File: src/rtl/bcd_accumulator.sv
// bcd_accumulator
//   Binary accumulator driven by a 4-bit operation request (+1, +2, x2, x3).
//   Each accepted request updates the accumulator. A sequential double-dabble
//   converter then produces the BCD result, one bit per cycle. A lockout FSM
//   (IDLE -> LOCK -> RELEASE) makes sure a held request yields only one
//   operation.
//
//   Parameters
//     DIGITS     number of BCD output digits (1..8), MAX = 10^DIGITS-1
//     LOCKOUT    request lockout length in cycles (> 4*DIGITS+4)
//     INIT_VALUE accumulator value after reset (0..MAX)
//
//   Ports
//     Clk       in   rising-edge clock
//     Reset     in   asynchronous, active-low reset
//     Trigger   in   [3:0] bit0 +1, bit1 +2, bit2 x2, bit3 x3
//     Digits    out  [4*DIGITS-1:0] BCD result, digit 0 in the low nibble
//     Busy      out  conversion in progress
//     Done      out  one-cycle pulse when Digits takes a new value
//     Overflow  out  sticky, set when a result exceeds MAX
//
//   Configuration macro BCD_ACCUMULATOR_SAT_EN
//     defined   : an overflowing result saturates the accumulator to MAX
//     undefined : an overflowing result is stored and freezes the
//                 accumulator. Digits then shows all 4'hF until reset.
module bcd_accumulator #(
  parameter int DIGITS     = 4,
  parameter int LOCKOUT    = 1024,
  parameter int INIT_VALUE = 1
) (
  input  logic                  Clk,
  input  logic                  Reset,
  input  logic [3:0]            Trigger,
  output logic [4*DIGITS-1:0]   Digits,
  output logic                  Busy,
  output logic                  Done,
  output logic                  Overflow
);

  localparam int AW  = 4*DIGITS+2;      // wide enough for 3*MAX
  localparam int BW  = 4*DIGITS;
  localparam int CW  = $clog2(LOCKOUT);
  localparam int SCW = $clog2(AW+1);

  function automatic longint pow10m1(input int n);
    longint m;
    m = 1;
    for (int i = 0; i < n; i++) m = m * 10;
    return m - 1;
  endfunction

  function automatic logic [BW-1:0] to_bcd(input longint v);
    logic [BW-1:0] r;
    longint        t;
    r = '0;
    t = v;
    for (int i = 0; i < DIGITS; i++) begin
      r[4*i +: 4] = 4'(t % 10);
      t = t / 10;
    end
    return r;
  endfunction

  // One double-dabble step on {bcd, binary}: add 3 to every digit >= 5,
  // then shift the whole register left by one bit.
  function automatic logic [BW+AW-1:0] dabble_step(input logic [BW+AW-1:0] v);
    logic [BW+AW-1:0] r;
    r = v;
    for (int k = 0; k < DIGITS; k++) begin
      if (r[AW+4*k +: 4] >= 4'd5) r[AW+4*k +: 4] = r[AW+4*k +: 4] + 4'd3;
    end
    return r << 1;
  endfunction

  localparam logic [AW-1:0] MAX      = AW'(pow10m1(DIGITS));
  localparam logic [BW-1:0] INIT_BCD = to_bcd(longint'(INIT_VALUE));

  typedef enum logic [1:0] {S_IDLE, S_LOCK, S_RELEASE} state_t;

  state_t           state_q, state_d;
  logic [CW-1:0]    cnt_q, cnt_d;
  logic             accept;
  logic             op_en;
  logic             frozen;

  logic [AW-1:0]    acc_q;
  logic [AW-1:0]    sum;
  logic [AW-1:0]    acc_new;
  logic             over;
  logic             ovf_q;
  logic             busy_q;
  logic             done_q;
  logic [BW-1:0]    digits_q;
  logic [SCW-1:0]   scnt_q;
  logic [BW+AW-1:0] dd_q;
`ifndef BCD_ACCUMULATOR_SAT_EN
  logic             fpend_q;
`endif

  // ---- lockout FSM: state register ----
  always_ff @(posedge Clk or negedge Reset) begin
    if (!Reset) begin
      state_q <= S_IDLE;
      cnt_q   <= '0;
    end else begin
      state_q <= state_d;
      cnt_q   <= cnt_d;
    end
  end

  // ---- lockout FSM: next state ----
  always_comb begin
    state_d = state_q;
    cnt_d   = cnt_q;
    case (state_q)
      S_IDLE: begin
        if (Trigger != 4'd0) begin
          state_d = S_LOCK;
          cnt_d   = CW'(1);
        end
      end
      S_LOCK: begin
        cnt_d = cnt_q + CW'(1);
        if (cnt_d == CW'(LOCKOUT-1)) state_d = S_RELEASE;
      end
      S_RELEASE: begin
        if (Trigger == 4'd0) state_d = S_IDLE;
      end
      default: state_d = S_IDLE;
    endcase
  end

  // ---- lockout FSM: outputs ----
  // Only a one-hot request changes the accumulator. Any nonzero request
  // still starts the lockout.
  always_comb begin
    accept = (state_q == S_IDLE) && (Trigger != 4'd0);
    op_en  = accept && $onehot(Trigger) && !frozen;
  end

`ifdef BCD_ACCUMULATOR_SAT_EN
  assign frozen = 1'b0;
`else
  assign frozen = ovf_q;
`endif

  // ---- operation arithmetic ----
  always_comb begin
    case (Trigger)
      4'b0001: sum = acc_q + AW'(1);
      4'b0010: sum = acc_q + AW'(2);
      4'b0100: sum = acc_q << 1;
      4'b1000: sum = acc_q + (acc_q << 1);
      default: sum = acc_q;
    endcase
    over = (sum > MAX);
`ifdef BCD_ACCUMULATOR_SAT_EN
    acc_new = over ? MAX : sum;
`else
    acc_new = sum;
`endif
  end

  // ---- accumulator, converter control, result ----
  always_ff @(posedge Clk or negedge Reset) begin
    if (!Reset) begin
      acc_q    <= AW'(INIT_VALUE);
      ovf_q    <= 1'b0;
      busy_q   <= 1'b0;
      done_q   <= 1'b0;
      digits_q <= INIT_BCD;
      scnt_q   <= '0;
`ifndef BCD_ACCUMULATOR_SAT_EN
      fpend_q  <= 1'b0;
`endif
    end else begin
      done_q <= 1'b0;
      if (op_en) begin
        acc_q <= acc_new;
        if (over) ovf_q <= 1'b1;
`ifdef BCD_ACCUMULATOR_SAT_EN
        busy_q <= 1'b1;
        scnt_q <= '0;
`else
        // Overflow skips the conversion. The all-F result is shown next cycle.
        if (over) begin
          fpend_q <= 1'b1;
        end else begin
          busy_q <= 1'b1;
          scnt_q <= '0;
        end
`endif
      end else if (busy_q) begin
        // After AW shift steps the BCD half is complete. Publish it in one go.
        if (scnt_q == SCW'(AW)) begin
          busy_q   <= 1'b0;
          done_q   <= 1'b1;
          digits_q <= dd_q[AW +: BW];
        end else begin
          scnt_q <= scnt_q + SCW'(1);
        end
      end
`ifndef BCD_ACCUMULATOR_SAT_EN
      if (fpend_q) begin
        fpend_q  <= 1'b0;
        done_q   <= 1'b1;
        digits_q <= '1;
      end
`endif
    end
  end

  // ---- double-dabble shift register (scratch, only meaningful while busy) ----
  always_ff @(posedge Clk) begin
    if (op_en) begin
      dd_q <= {{BW{1'b0}}, acc_new};
    end else if (busy_q && (scnt_q != SCW'(AW))) begin
      dd_q <= dabble_step(dd_q);
    end
  end

  assign Digits   = digits_q;
  assign Busy     = busy_q;
  assign Done     = done_q;
  assign Overflow = ovf_q;

endmodule

File: config.mk
export PLATFORM = sky130hd
export DESIGN_NAME = bcd_accumulator
export DESIGN_NICKNAME = d
export VERILOG_FILES = /design/src/rtl/bcd_accumulator.sv
export SDC_FILE = /design/constraint.sdc
export NUM_CORES = 1
export LEC_CHECK = 0
export BUFFER_PORTS_ARGS = -buffer_cell sky130_fd_sc_hd__buf_4
export CELL_PAD_IN_SITES_DETAIL_PLACEMENT = 0
export CELL_PAD_IN_SITES_GLOBAL_PLACEMENT = 2
export CORE_UTILIZATION = 39
export DETAILED_ROUTE_END_ITERATION = 6
export GPL_TIMING_DRIVEN = 0
export PLACE_DENSITY_LB_ADDON = 0.1
export SKIP_CTS_REPAIR_TIMING = 1
export SLEW_MARGIN = 10
export SYNTH_ARGS = -nofsm -noshare
export SYNTH_HDL_FRONTEND = slang
export SYNTH_SLANG_ARGS = --single-unit
File: constraint.sdc
create_clock -name Clk -period 4.5 [get_ports Clk]
set_input_delay 0.225 -clock Clk [delete_from_list [all_inputs] [get_ports Clk]]
set_output_delay 0.225 -clock Clk [all_outputs]
set_load 0.01 [all_outputs]
* After elaboration in Yosys (flattened, before gate mapping) *
Cells that the tools add are included.

operators by class
  multiplexer cells = 32
  reductions and logical operators = 18
  add/sub/neg operators = 12
  order comparisons = 5
  equality and inequality tests = 16

operator list
  operator                                               number
  one-hot mux 18 bit (4 select lines)                    1
  two-way mux 16 bit                                     4
  two-way mux 18 bit                                     2
  two-way mux 5 bit                                      4
  one-hot mux 10 bit (2 select lines)                    1
  adder 18 x 1 -> 18 bit (second input constant)         1
  adder 18 bit                                           1
  adder 18 x 2 -> 18 bit (second input constant)         1
  > comparator 18 x 14 -> 1 bit (second input constant)  1
  >= comparator 4 x 3 -> 1 bit (second input constant)   4
  adder 4 x 2 -> 4 bit (second input constant)           3
  two-way mux 4 bit                                      3
  two-way mux 1 bit                                      11
  adder 10 x 1 -> 10 bit (second input constant)         1
  == test 10 bit (second input constant)                 1
  two-way mux 10 bit                                     1
  nonzero test 2 bit                                     5
  AND reduction 3 bit                                    3
  inequality test 2 bit (second input constant)          4
  two-way mux 2 bit                                      3
  one-hot mux 2 bit (3 select lines)                     1
  adder 5 x 1 -> 5 bit (second input constant)           1
  == test 5 bit (second input constant)                  1
  inequality test 5 bit (second input constant)          1
  other kinds (18)                                       24

word-level totals
  bits of input ports = 6
  output and inout bits = 19
  flip-flop bits (word level) = 89

* Depth between registers and ports, before layout *
Gate-level depths: netlist of run 1.

  word-level depth = 7
  mapped depth = 18
  depth with buffers taken out = 15

* Worst setup path after synthesis of run 1 *
OpenSTA, ideal clock, no wires.

  path kind = input-to-reg
  from = in Trigger[0]
  to = reg ovf_q (netlist: Overflow)
  required time = 4369 ps
  setup slack = 807 ps
  buffers on the path = 3
  stages on the path = 16
  data arrival time = 3562 ps
  path through = inv_1 ha_1 buf_2 and3b_1 buf_2 clkbuf_1 and2_1 ha_1 a21o_1 a221oi_1 o31a_1 a21oi_1 or3_1 nor2b_1 a2bb2oi_4 or3_1

on the way
  cells in the longest elaborated chain, start to end = 6
  elaborated cells between the ends (all ways) = 14

RTL lines
  element                                                                RTL line  source
  start, declared                                                        33        input logic [3:0] Trigger,
  branches (longest 5 deep; another with > comparator 18 x 14 -> 1 bit)  -
  AND reduction 2 bit (no line) (*)                                      -
  end signal, assigned                                                   168       ovf_q <= 1'b0;
  end signal, assigned                                                   180       if (over) ovf_q <= 1'b1;
  end, declared                                                          90        logic ovf_q;

Every way passes the cells marked *.
A chain may end at the register's enable or synchronous reset.

* Worst setup path in the final report of run 1 *
  from = in Trigger[0]
  to = reg scnt_q[1]

on the way
  cells in the longest elaborated chain, start to end = 7
  elaborated cells between the ends (all ways) = 18

RTL lines
  element                                                                RTL line  source
  branches (longest 7 deep; another with > comparator 18 x 14 -> 1 bit)  -
  end signal, assigned                                                   200       scnt_q <= scnt_q + SCW'(1);
  end, declared                                                          94        logic [SCW-1:0] scnt_q;

Parallel ways; which one is timed is not known.

==> impl_metrics.yaml, run 1 <==
setup_path:
  crit_chain: "buf_4, inv_1, ha_1, buf_2, and3b_1, buf_2, clkbuf_1, and2_1, ha_1, a21o_1, a21oi_1, o21ai_1, a221oi_1, nor4_1, nor4_2, a41oi_2, o21ai_1, o31ai_1"
  end_kind: "register"
  slowest_stage: "nor4_2"
  critPathMaxStageDelay_ns: 0.50
  crit_arrival_ns: 4.34
  critical_path_class: "in2reg"
  crit_required_ns: 4.71
  path_max_fanout: 10
  worst_setup_path_start_kind: "input pin"
power:
  p_total_mw: 3.349
  peakVddDrop_mv: 0.2309
  total_leakage_power_nw: 2.860
  power_density_nw_per_um2: 501.5
route:
  drt-total-wl_mm: 16.01
  vias_per_cell: 5.781
  antenna_left: 0
  wire_per_inst_microns: 17.88
  num_vias: 5174
  drt_iter0_drc: 352
  drt_pass1_iterations: 5
  remaining_drc_errors: 0
clocking:
  cts_buffers: 9
  cts_tree: "done"
  clock_latency_ns: 0.35
  htreeDepth: 3
  clock_sinks: 89
  root_buffer: "clkbuf_16"
  clk_path_buf_depth: 2
  clkSlewWorstSetupHoldPaths_ns: 0.07
place:
  hpwl_mm: 11.60
  place_inst: 879
  globalplace.congestion: 0.8663
  dp_slack_ns: -0.1734
  io_buffer_count: 23
min_path:
  min_path_type: "in2async"
floorplanning:
  die_y_microns: 125.8
  rows: 44
  core_sq_um: 14750
  dieArea_sq_um: 15820
  io_pins: 25
  die-width_microns: 125.8
  start_util_pct: 40.49
sta:
  slew_headroom_pct: 42.05
  clock_skew_ns: 0.01058
  rsz0062_at_grt: "no"
  setup-tns-final_ns: 0
  worstMarginPinSlew_ns: 0.8614
  final.setup.worst_slack_ns: 0.3779
  hold_violations: 53
  fmax_ghz: 0.2426
  timing.hold.ws_ns: -0.05748
  slew_violations: 0
  post-route-period-util_pct: 91.60
  finalSetupViolCount: 0
  period_needed_ns: 4.122
status:
  violations: "negative hold slack"
  status: "complete, but fails checks"
global_route:
  grt_pass1_vias: 5096
  grt_pass1_wl_mm: 26.85
  track_usage_pct: 21.47
  grt_max_degree: 56
  grt_overflow: 0
  antenna_found_initial: 0
final_layout:
  nets: 748
  drive_above_1_share_pct: 10.27
  area_delta_synth_final_pct: 11.77
  final_cells: 895
  fillerInstances: 1450
  n_antenna_cell: 0
yosys:
  yosysMostFrequentCell: "nand2_1"
  synth.cells.most_frequent: "nand2_1 (60), dfrtp_1 (53), nor2_1 (53)"
  synth_edf_count: 18
  avgSynthCellArea_sq_um: 8.891
  synth_cell_types: 82
  async_flop_share_pct: 61.80
  netlist.area_leader.share_pct: 22.20
  synth_flop_cell: "dfrtp_1"
  synth_top_area_cell: "dfrtp_1"
  syn_inst: 672
  yosys-top-cells-area: "dfrtp_1 (22%), edfxtp_1 (9.0%), ha_1 (7.1%)"
  ys_ff_latch: 89
  syn_area_sq_um: 5974
  ys_warn_count: 0
  syn-num-nets: 714
  ys_seq_area_share_pct: 37.49
flow_run:
  drv_cap: 0
-- worst max-delay path, delay by kind of cell --
kind | cells | cell delay [ns]
AOI/OAI and AO/OA | 7 | 1.69
buffers and inverters | 5 | 1.01
and+or+nand+nor | 4 | 0.99
adders and majority gates | 2 | 0.42
-- layer usage --
| metal | GRT usage [%] | wire, microns |
|---|---|---|
| met2 | 34.18 | 7370 |
| met1 | 29.96 | 7887 |
| met4 | 3.898 | 108 |
| met3 | 5.013 | 640 |
| met5 | 0 | 0 |
-- area by class of cell --
cell class	count	area, sq um	area share [%]
multi-input combinational	517	3462	51.85
tap	184	230.2	3.448
clock inverter	5	55.05	0.8244
clock buffer	11	232.7	3.485
sequential	89	2240	33.54
buffer	42	195.2	2.923
inverter	24	90.09	1.349
timing repair buffer	23	172.7	2.586
-- flip-flops by register name (all words and copies together), names as in the netlist --
name and count:
Done 1, Overflow 1, state_q 2, fpend_q 1, scnt_q 5, cnt_q 10, Busy 1, dd_q 34
Digits 16, acc_q 18
-- kinds of logic after synthesis --
group                      after synthesis  share of synthesized area (%)
AOI/OAI and AO/OA                      216                          25.11
xor gates and xnor gates                25                          3.665
adders and majority gates               36                          7.791
buffers and inverters                   66                          4.775
DFF                                     89                          37.49
muxes                                    3                         0.5236
and+or+nand+nor                        237                          20.65
-- through the flow --
stage	cell area [sq um]	util (%)
floorplan	5974	-
global placement	6377	43.22
detailed placement	6377	43.22
CTS	6665	45.17
global route	6678	45.26
finish	6678	45.26
-- power breakdown --
group	leakage [nW]	switching, mW	internal (mW)
clock	0.144	0.320	0.430
sequential	0.980	0.270	1.11
combinational	1.74	0.663	0.555
-- cells in the final DEF, fill, tap and decap left out, types with 4 or more instances in the layout --
master and count:
a211o_1 19, a21o_1 8, a21oi_1 44, a221oi_1 4, a31oi_1 14, and2_1 18, and3_1 7, buf_2 9
buf_4 26, clkbuf_1 29, clkbuf_16 9, dfrtp_1 53, dfxtp_1 16, edfxtp_1 18, ha_1 34, inv_1 24
nand2_1 60, nand2b_1 8, nand3_1 19, nand4_1 10, nor2_1 53, nor2b_1 18, nor3_1 12, nor3b_1 5
nor4_1 4, o211ai_1 4, o21a_1 23, o21ai_0 46, o21ai_1 7, o31ai_1 4, xnor2_1 14, xor2_1 11
-- path summary, 6_finish.rpt --
check	to	from	cells past startpoint	slack, ns
setup / recovery	scnt_q[1]	Trigger[0]	18	0.38
hold / removal	scnt_q[2]	Reset	1	-0.06
setup reg to reg	Busy	acc_q[0]	13	0.83
hold reg to reg	cnt_q[9]	cnt_q[9]	1	0.50
max in group asynchronous	state_q[1]	Reset	1	4.03
min in group Clk	acc_q[0]	Trigger[3]	4	0.32
Note: power is estimated with default switching activity, not from simulation.
==> run 2, diff against run 1 <==
--- a/config.mk
+++ b/config.mk
@@ -9,6 +9,7 @@
 export CELL_PAD_IN_SITES_DETAIL_PLACEMENT = 0
 export CELL_PAD_IN_SITES_GLOBAL_PLACEMENT = 2
 export CORE_UTILIZATION = 39
+export CTS_BUF_LIST = sky130_fd_sc_hd__clkbuf_16
 export DETAILED_ROUTE_END_ITERATION = 6
 export GPL_TIMING_DRIVEN = 0
 export PLACE_DENSITY_LB_ADDON = 0.1
==> run 2 against run 1 <==
Against the previous run: the flow still finishes with violations (negative hold slack); clock skew about the same; sequential share of layout area unchanged; utilization is the same; final cell count did not move; via count about the same; combinational power is essentially flat; register-to-register slack hardly changed; critical path depth is the same; critical path type unchanged.
==> impl_metrics.yaml, run 2 (synthesized netlist as in run 1, its figures left out) <==
floorplanning:
  die_y_microns: 125.8
  io_pins: 25
  rows: 44
  dieArea_sq_um: 15820
  start_util_pct: 40.49
  die-width_microns: 125.8
  core_sq_um: 14750
clocking:
  root_buffer: "clkbuf_16"
  cts_tree: "done"
  clock_latency_ns: 0.35
  clock_sinks: 89
  htreeDepth: 3
  clkSlewWorstSetupHoldPaths_ns: 0.07
  clk_path_buf_depth: 2
  cts_buffers: 9
setup_path:
  crit_path_start: "Trigger[0]"
  end_kind: "register"
  ff2ff_setup_slack_ns: 0.82
  crit_family: "compound AO/OA/AOI/OAI gates"
  r2r_end: "Busy"
  critPathMaxStageDelay_ns: 0.50
  slowest_stage: "nor4_2"
  r2r_cells: 13
  cp.buffers_inverters: 5
  critical_path_class: "in2reg"
  path_depth: 18
  crit_chain: "buf_4, inv_1, ha_1, buf_2, and3b_1, buf_2, clkbuf_1, and2_1, ha_1, a21o_1, a21oi_1, o21ai_1, a221oi_1, nor4_1, nor4_2, a41oi_2, o21ai_1, o31ai_1"
  worstReg2RegStart: "acc_q[0]"
  worst_setup_path_start_kind: "input pin"
  path_max_fanout: 10
  crit_arrival_ns: 4.35
  crit_required_ns: 4.71
power:
  power_density_nw_per_um2: 501.1
  total_leakage_power_nw: 2.868
  peakVddDrop_mv: 0.2309
  power.switching_mw: 1.255
  swShare_pct: 37.51
  power.share.clock_pct: 22.3
  share_comb_of_total_power_pct: 36.4
  intPower_mw: 2.091
  p_seq_share_pct: 41.3
sta:
  slew_headroom_pct: 42.52
  worstMarginPinSlew_ns: 0.8544
  hold_violations: 53
  finalSetupViolCount: 0
  timing.hold.ws_ns: -0.05773
  period_needed_ns: 4.135
  rsz0062_at_grt: "no"
  clock_skew_ns: 0.01070
  slew_violations: 0
  fmax_ghz: 0.2419
  post-route-period-util_pct: 91.88
global_route:
  antenna_found_initial: 0
  grt_pass1_wl_mm: 26.85
  grt_max_degree: 56
  grt_overflow: 0
  track_usage_pct: 21.47
  grt_pass1_vias: 5096
final_layout:
  seq_area_sq_um: 2240
  nets: 748
  layout_common_cells: "nand2_1 (60), dfrtp_1 (53), nor2_1 (53), o21ai_0 (46), a21oi_1 (44)"
  n_antenna_cell: 0
  area_delta_synth_final_pct: 11.77
  finish.utilization_pct: 45.26
  fillerInstances: 1450
  mostFrequentLayoutCell: "nand2_1"
  drive_above_1_share_pct: 10.27
  largest_register_ffs: 34
  multi_input_area_sq_um: 3462
  top_register: "dd_q"
min_path:
  min_path_type: "in2async"
place:
  globalplace.congestion: 0.8663
  hpwl_mm: 11.60
  io_buffer_count: 23
route:
  antenna_left: 0
  drt_iter0_drc: 352
  vias_per_cell: 5.779
  drt-total-wl_mm: 16.01
  drt_pass1_iterations: 5
  remaining_drc_errors: 0
  wire_per_inst_microns: 17.89
  num_vias: 5172
flow_run:
  drv_cap: 0
status:
  status: "complete, but fails checks"
  violations: "negative hold slack"
[run 2: cell count changes in the layout (fill, tap and decap cells not counted), sizes merged]
cell / previous run / this run
clkbuf: 38 / 36
inv: 25 / 27
[run 2: area by class of cell]
cell class	instances	area share, %
Sequential cell	89	33.54
Multi-Input combinational cell	517	51.85
Clock inverter	7	0.9369
Buffer	42	2.923
Tap cell	184	3.448
Timing Repair Buffer	23	2.586
Clock buffer	9	3.373
Inverter	24	1.349
[run 2: stage by stage]
| stage | TNS (ns) | area, sq um | instances | power, mW | setup WS (ns) |
|---|---|---|---|---|---|
| after detailed placement | -1.062 | 6377 | 879 | 2.608 | -0.1734 |
| after global placement | -1.033 | 6377 | 879 | 2.579 | -0.1648 |
| after global routing | 0 | 6678 | 895 | 3.626 | 0.04735 |
| final | 0 | 6678 | 895 | 3.346 | 0.3653 |
| after floorplan | 0 | 5974 | 672 | 2.210 | 0.8065 |
| after CTS | 0 | 6665 | 895 | 3.371 | 0.1786 |
[run 2: worst register-to-register path, stage by stage, from the launching register on]
cell and delay, ns:
dfstp_2 0.37, clkbuf_1 0.18, nand2b_1 0.19, ha_1 0.22, fa_1 0.42, a21o_1 0.20
a221oi_2 0.39, o21ai_0 0.17, xnor2_1 0.15, o21ai_0 0.27, or4b_4 0.53, a2bb2oi_4 0.25
nor2_1 0.11, o22ai_1 0.15
[run 2: worst max path at each step]
| stage | slack [ns] | endpoint |
|---|---|---|
| 6_report | 0.37 | scnt_q[1] |
| 5_1_grt | 0.05 | scnt_q[1] |
| 4_1_cts | 0.18 | scnt_q[1] |
| 3_5_place_dp | -0.17 | scnt_q[1] |
| 3_3_place_gp | -0.16 | scnt_q[3] |
| 2_1_floorplan | 0.81 | Overflow |
[run 2: power groups by stage]
stage | clock, mW | sequential [mW] | combinational [mW]
after detailed placement | 0 | 1.40 | 1.21
after CTS | 0.770 | 1.38 | 1.22
final | 0.747 | 1.38 | 1.22
after global placement | 0 | 1.39 | 1.19
after global routing | 0.802 | 1.43 | 1.39
after floorplan | 0 | 1.35 | 0.860
[run 2: layer usage]
metal	track usage [%]	wire, microns	vias to the layer above
met4	3.898	103	0
met2	34.18	7371	99
li1	-	-	2527
met3	5.013	690	8
met5	0	0	-
met1	29.96	7848	2538
